### config.mk
export PLATFORM = sky130hd
export DESIGN_NAME = cps_input_conditioner
export DESIGN_NICKNAME = d
export VERILOG_FILES = /design/src/rtl/cps_pkg.sv /design/src/rtl/cps_debouncer.sv /design/src/rtl/cps_input_conditioner.sv
export SDC_FILE = /design/constraint.sdc
export NUM_CORES = 1
export LEC_CHECK = 0
export BUFFER_PORTS_ARGS = -buffer_cell sky130_fd_sc_hd__buf_2
export CAP_MARGIN = 20
export CORE_ASPECT_RATIO = 1.4
export CORE_UTILIZATION = 54
export CTS_BUF_LIST = sky130_fd_sc_hd__clkbuf_2
export DETAILED_ROUTE_END_ITERATION = 8
export GPL_TIMING_DRIVEN = 1
export PLACE_DENSITY = 0.77
export SLEW_MARGIN = 10
export SYNTH_ARGS = -nofsm -noshare
export SYNTH_HDL_FRONTEND = slang
export SYNTH_SLANG_ARGS = --single-unit
### constraint.sdc
create_clock -name Clk -period 1.5 [get_ports Clk]
set_input_delay 0.3 -clock Clk [delete_from_list [all_inputs] [get_ports Clk]]
set_output_delay 0.3 -clock Clk [all_outputs]
set_load 0.01 [all_outputs]
### src/rtl/cps_pkg.sv
// Shared types and defaults for the parking-system input conditioner.
package cps_pkg;

  localparam int unsigned PW_WIDTH                  = 4;
  localparam int unsigned DEFAULT_DEBOUNCE_CYCLES   = 16;
  localparam int unsigned DEFAULT_PW_TIMEOUT_CYCLES = 1000;

  typedef enum logic [1:0] {
    IDLE  = 2'd0,
    ARMED = 2'd1,
    HOLD  = 2'd2
  } pw_state_t;

endpackage

### src/rtl/cps_debouncer.sv
// Two-flop synchronizer followed by a counting debouncer with a registered rising-edge pulse.
module cps_debouncer
  import cps_pkg::*;
#(
  parameter int unsigned DEBOUNCE_CYCLES = DEFAULT_DEBOUNCE_CYCLES
) (
  input  logic Clk,
  input  logic Rst,
  input  logic rawIn,
  output logic level,
  output logic risePulse
);

  localparam int unsigned CNT_W = (DEBOUNCE_CYCLES > 1) ? $clog2(DEBOUNCE_CYCLES) : 1;
  localparam logic [CNT_W-1:0] CNT_LAST = CNT_W'(DEBOUNCE_CYCLES - 1);

  logic             syncQ1;
  logic             syncQ2;
  logic [CNT_W-1:0] cnt;
  logic             differ;
  logic             flip;

  assign differ = syncQ2 ^ level;
  assign flip   = differ && (cnt == CNT_LAST);

  // Level flips only after the synchronized input has disagreed for DEBOUNCE_CYCLES cycles.
  always_ff @(posedge Clk or negedge Rst) begin
    if (!Rst) begin
      syncQ1    <= 1'b0;
      syncQ2    <= 1'b0;
      cnt       <= '0;
      level     <= 1'b0;
      risePulse <= 1'b0;
    end else begin
      syncQ1    <= rawIn;
      syncQ2    <= syncQ1;
      risePulse <= flip & syncQ2;
      if (flip) begin
        level <= syncQ2;
        cnt   <= '0;
      end else if (differ) begin
        cnt <= cnt + CNT_W'(1);
      end else begin
        cnt <= '0;
      end
    end
  end

endmodule

### src/rtl/cps_input_conditioner.sv
// Debounces the entrance/exit sensors and keypad strobe, and captures the keypad code
// inside a timed entry window opened by a car arriving at the entrance.
module cps_input_conditioner
  import cps_pkg::*;
#(
  parameter int unsigned DEBOUNCE_CYCLES   = DEFAULT_DEBOUNCE_CYCLES,
  parameter int unsigned PW_TIMEOUT_CYCLES = DEFAULT_PW_TIMEOUT_CYCLES
) (
  input  logic                Clk,
  input  logic                Rst,
  input  logic                sensorEntranceRaw,
  input  logic                sensorExitRaw,
  input  logic                keyValidRaw,
  input  logic [PW_WIDTH-1:0] keyCode,
  output logic                sensorEntrance,
  output logic                sensorExit,
  output logic                entrancePulse,
  output logic                exitPulse,
  output logic [PW_WIDTH-1:0] passwordEntered,
  output logic                passwordValid,
  output logic                passwordTimeout,
  output logic [1:0]          pwState
);

  localparam int unsigned TIMER_W = $clog2(PW_TIMEOUT_CYCLES);
  localparam logic [TIMER_W-1:0] TIMER_LAST = TIMER_W'(PW_TIMEOUT_CYCLES - 1);

  pw_state_t           state;
  pw_state_t           stateNext;
  logic [TIMER_W-1:0]  timer;
  logic [TIMER_W-1:0]  timerNext;
  logic [PW_WIDTH-1:0] pwNext;
  logic                validNext;
  logic                timeoutNext;
  logic                keyPulse;
  logic                unusedKeyLevel;
  logic                entPrev;
  logic                entranceFall;

  cps_debouncer #(.DEBOUNCE_CYCLES(DEBOUNCE_CYCLES)) uEntrance (
    .Clk(Clk), .Rst(Rst), .rawIn(sensorEntranceRaw),
    .level(sensorEntrance), .risePulse(entrancePulse)
  );

  cps_debouncer #(.DEBOUNCE_CYCLES(DEBOUNCE_CYCLES)) uExit (
    .Clk(Clk), .Rst(Rst), .rawIn(sensorExitRaw),
    .level(sensorExit), .risePulse(exitPulse)
  );

  cps_debouncer #(.DEBOUNCE_CYCLES(DEBOUNCE_CYCLES)) uKey (
    .Clk(Clk), .Rst(Rst), .rawIn(keyValidRaw),
    .level(unusedKeyLevel), .risePulse(keyPulse)
  );

  assign entranceFall = entPrev & ~sensorEntrance;
  assign pwState      = state;

  always_ff @(posedge Clk or negedge Rst) begin
    if (!Rst) begin
      state           <= IDLE;
      timer           <= '0;
      passwordEntered <= '0;
      passwordValid   <= 1'b0;
      passwordTimeout <= 1'b0;
      entPrev         <= 1'b0;
    end else begin
      state           <= stateNext;
      timer           <= timerNext;
      passwordEntered <= pwNext;
      passwordValid   <= validNext;
      passwordTimeout <= timeoutNext;
      entPrev         <= sensorEntrance;
    end
  end

  // Key capture outranks timeout in ARMED; the car leaving outranks a retry in HOLD.
  always_comb begin
    stateNext = state;
    unique case (state)
      IDLE:    if (entrancePulse) stateNext = ARMED;
      ARMED: begin
        if (keyPulse)                 stateNext = HOLD;
        else if (timer == TIMER_LAST) stateNext = IDLE;
      end
      HOLD:    if (entranceFall) stateNext = IDLE;
      default: stateNext = IDLE;
    endcase
  end

  // Timer sits at zero in IDLE so every entry into ARMED starts from a cleared count.
  always_comb begin
    timerNext   = timer;
    pwNext      = passwordEntered;
    validNext   = 1'b0;
    timeoutNext = 1'b0;
    unique case (state)
      IDLE: begin
        timerNext = '0;
        pwNext    = '0;
      end
      ARMED: begin
        if (timer != '1) timerNext = timer + TIMER_W'(1);
        if (keyPulse) begin
          pwNext    = keyCode;
          validNext = 1'b1;
        end else if (timer == TIMER_LAST) begin
          pwNext      = '0;
          timeoutNext = 1'b1;
        end
      end
      HOLD: begin
        if (entranceFall) begin
          pwNext = '0;
        end else if (keyPulse) begin
          pwNext    = keyCode;
          validNext = 1'b1;
        end
      end
      default: begin
        timerNext = '0;
        pwNext    = '0;
      end
    endcase
  end

endmodule
==> metrics.md <==
| Metric | Value |
|---|---|
| Outcome | finished, violations left |
| Failing checks | setup timing |
| Crit path cell chain | inv_4 -> ha_4 -> and3b_2 -> nand3_2 -> a211o_1 -> a31oi_1 |
| Synth Area in Compound Gates | 0.101 |
| Core area | 3210 sq um |
| Static Leak | 0.00116 uW |
| Max incr delay on CP | 480 ps |
| Vias per cell | 5.64 |
| Syn Nets | 178 |
| Adder-Cell Fraction of Synth Area | 0.0536 |
| First-pass GRT wire length | 6370 um |
| Critical Path RT | 1830 ps |
| Synthesis Warnings | 0 |
| Initial DRC count | 39 |
| Tot GR Track Use | 0.234 |
| Antenna Cells | 0 |
| Met1 GRT Util | 0.260 |
| DP Area | 2150 sq um |
| Port Buffers | 20 |
| Sequential fraction of the synthesis area | 0.576 |
| Reg-to-reg critical path endpoint | timer[7]$_DFFE_PN0P_ |
| Crit-path leading delay family | flip-flops |
| Unrepaired setup endpoints after global routing | yes |
| DR pass1 iterations | 4 |
| Crit path DAT | 1880 ps |
| Final Max Slew Viols | 0 |
| Total CTS buffers | 5 |
| GRT busiest layer | met2 |
| Initial antenna violation count | 0 |
| XOR/XNOR Fraction of Synth Area | 0.0422 |
| CP Buf/Inv Count | 1 |
| Final total power | 2730 uW |
| Setup WS pre-CTS | -45.5 ps |
| CP Capture Type | flip-flop |
| Die area | 3700 sq um |
| DRC violations left | 0 |
| Vias in the first global route | 1556 |
| Grt total ovfl | 0 |
| Share of cells above drive strength 1 | 0.338 |
| Antenna viol nets, final | 0 |
| # H-tree levels | 2 |
| Total wire length | 3860 um |
| Most common cell after layout, fill and taps aside | dfrtp_1 |
| Skew final | 23.0 ps |
| M2 GR Usage | 0.421 |
| I/O pin cnt | 21 |
| Synth Register Bits | 43 |
| NumNets Final | 226 |
| GR Util met3 | 0.0467 |
| Maximum fanout along the worst path | 3 |
| Placed insts | 232 |
| CTS sink cnt | 43 |
| HP Start | keyCode[0] |
| Placer Congestion | 0.821 |
| Maximum clock frequency | 0.648 GHz |
| Max-slew headroom | 0.711 |
| Fin area | 2360 sq um |
| Critical R2R Launch | pwState[0]$_DFFE_PN0P_ |
| Main combinational cell family by area after synthesis | simple AND/OR/NAND/NOR gates |
| Skew-Pair Late Insertion Delay | 400 ps |
| Setup violators final | 1 |
| Max-cap violation count | 0 |
| CTS max path bufs | 2 |
| Non-filler cells in the finished layout | 249 |
| Routed wire length per instance | 15.5 um |
| Crit-path slowest cell | dfrtp_2 |
| Final core occ | 0.736 |
| Worst IR drop on VDD | 0.844 mV |
| Fillers | 212 |
| Hold Path Cell Cnt | 2 |
| Via count | 1405 |
| Post-Syn Area | 1870 sq um |
| Final Hold Viols | 0 |
| Largest net degree at the start of global routing | 21 |
| Tmin final | 1540 ps |
| Worst Hold Class | in -> reg |
| Synthesized instance count | 161 |
| CP Launch Type | flip-flop |
| Initial Util | 0.581 |
| Distinct cells, synth | 35 |
| Most frequent cells in the layout | dfrtp_1 (41), buf_2 (20), nor2_1 (19) |
| R2r setup slk | -40 ps |
| Clock slew at reported path FFs | 220 ps |
| Worst Hold Path EP | passwordEntered[0]$_DFFE_PN0P_ |
| Multiplexer share of the synthesized area | 0.0422 |
| Area growth, synth to finish | 26.6% |
| Detailed placer's ending HPWL | 2660 um |
| Register-to-Register Path Depth | 6 |
| Avg Cell Area, Syn | 11.6 sq um |
| Post-Synth Simple-Gate Area | 0.160 |
| Power Dens Cells | 1150 nW/um^2 |
| Die Height | 71.6 um |
| # rows | 24 |
| Least-Margin Pin Slew | 434 ps |
| Final WS setup | -44.4 ps |
| DIE WIDTH | 51.7 um |
| Tcrit/Tclk final | 1.03 |
| CTS tree | yes |
| Clk root buf | clkbuf_2 |
| Critical path class | reg -> reg |
-- power by group --
part	internal, uW	total [uW]	leakage, uW	switching (uW)
clock	274	636	0.0000404	362
sequential	1240	1320	0.000572	88.2
combinational	383	769	0.000550	386
total	1890	2730	0.00116	836
-- cells by family after synthesis --
logic type                 after synthesis
adders and majority gates                8
AOI/OAI and AO/OA                       28
DFF                                     43
muxes                                    7
and+or+nand+nor                         54
buffers and inverters                   12
xor gates and xnor gates                 9
-- layer usage --
metal,part of all wire,up-vias
met3,0.031,12
met2,0.55,33
li1,-,662
met4,0.025,0
met1,0.40,698
met5,0,-
-- registers in the layout, indices dropped and copies added (netlist names), 2 cells and up --
| name | count |
|---|---|
| timer | 10 |
| uEntrance.cnt | 4 |
| uKey.cnt | 4 |
| uExit.cnt | 4 |
| pwState | 2 |
| passwordEntered | 4 |
-- per-stage QoR --
| stage | hold slack, ps | TNS (ps) |
|---|---|---|
| final | 131 | -44.4 |
| after global routing | 86.9 | -374 |
| after CTS | 102 | -23.6 |
| after detailed placement | 268 | -219 |
| after global placement | 258 | 0 |
| after floorplan | 4.41 | -27.5 |
-- timing repair --
item                                   CTS  global route
endpoints found under the hold margin   21             0
pin swaps                                0             6
hold buffers                             4             0
setup endpoints to repair                6            14
buffers inserted                         4             2
resized for setup                        5            10
-- final cells by class --
type                            count  area (sq um)  share of cell area
Sequential cell                    43          1080               0.456
Multi-Input combinational cell    106           836               0.353
Timing Repair Buffer               42           292               0.123
Tap cell                           39          48.8              0.0206
Inverter                           11          46.3              0.0196
Clock inverter                      3          38.8              0.0164
Clock buffer                        5          25.0              0.0106
-- cells in the mapped netlist (all sizes together) --
cell type / number / area share
and3b: 1 / 0.0047
nand2b: 4 / 0.013
nor3b: 3 / 0.012
nand2: 7 / 0.014
a41oi: 1 / 0.0047
xor2: 3 / 0.014
inv: 11 / 0.022
dfrtp: 43 / 0.58
a31o: 1 / 0.0047
nand4: 3 / 0.013
nor2: 19 / 0.038
o21ai: 6 / 0.016
xnor2: 6 / 0.028
o22ai: 1 / 0.0034
or4: 1 / 0.0040
nor4: 1 / 0.011
a31oi: 3 / 0.010
nand3: 8 / 0.024
mux2: 4 / 0.026
mux2i: 3 / 0.016
a22o: 4 / 0.019
o22a: 1 / 0.0047
a211o: 2 / 0.0094
and3: 3 / 0.011
ha: 8 / 0.054
buf: 1 / 0.0027
nor3: 4 / 0.013
a21oi: 8 / 0.021
o221ai: 1 / 0.0080
-- worst max path at each step --
stage / from / to / slack [ps] / depth (start not counted)
after global placement: timer[9]$_DFFE_PN0P_ / pwState[0]$_DFFE_PN0P_ / 40 / 4
after floorplan: pwState[0]$_DFFE_PN0P_ / timer[7]$_DFFE_PN0P_ / -20 / 7
after detailed placement: pwState[0]$_DFFE_PN0P_ / passwordEntered[3]$_DFFE_PN0P_ / -50 / 5
after CTS: pwState[0]$_DFFE_PN0P_ / timer[7]$_DFFE_PN0P_ / -20 / 6
final: pwState[0]$_DFFE_PN0P_ / timer[7]$_DFFE_PN0P_ / -40 / 6
after global routing: timer[4]$_DFFE_PN0P_ / timer[0]$_DFFE_PN0P_ / -100 / 5
(Power assumes the default switching activity.)
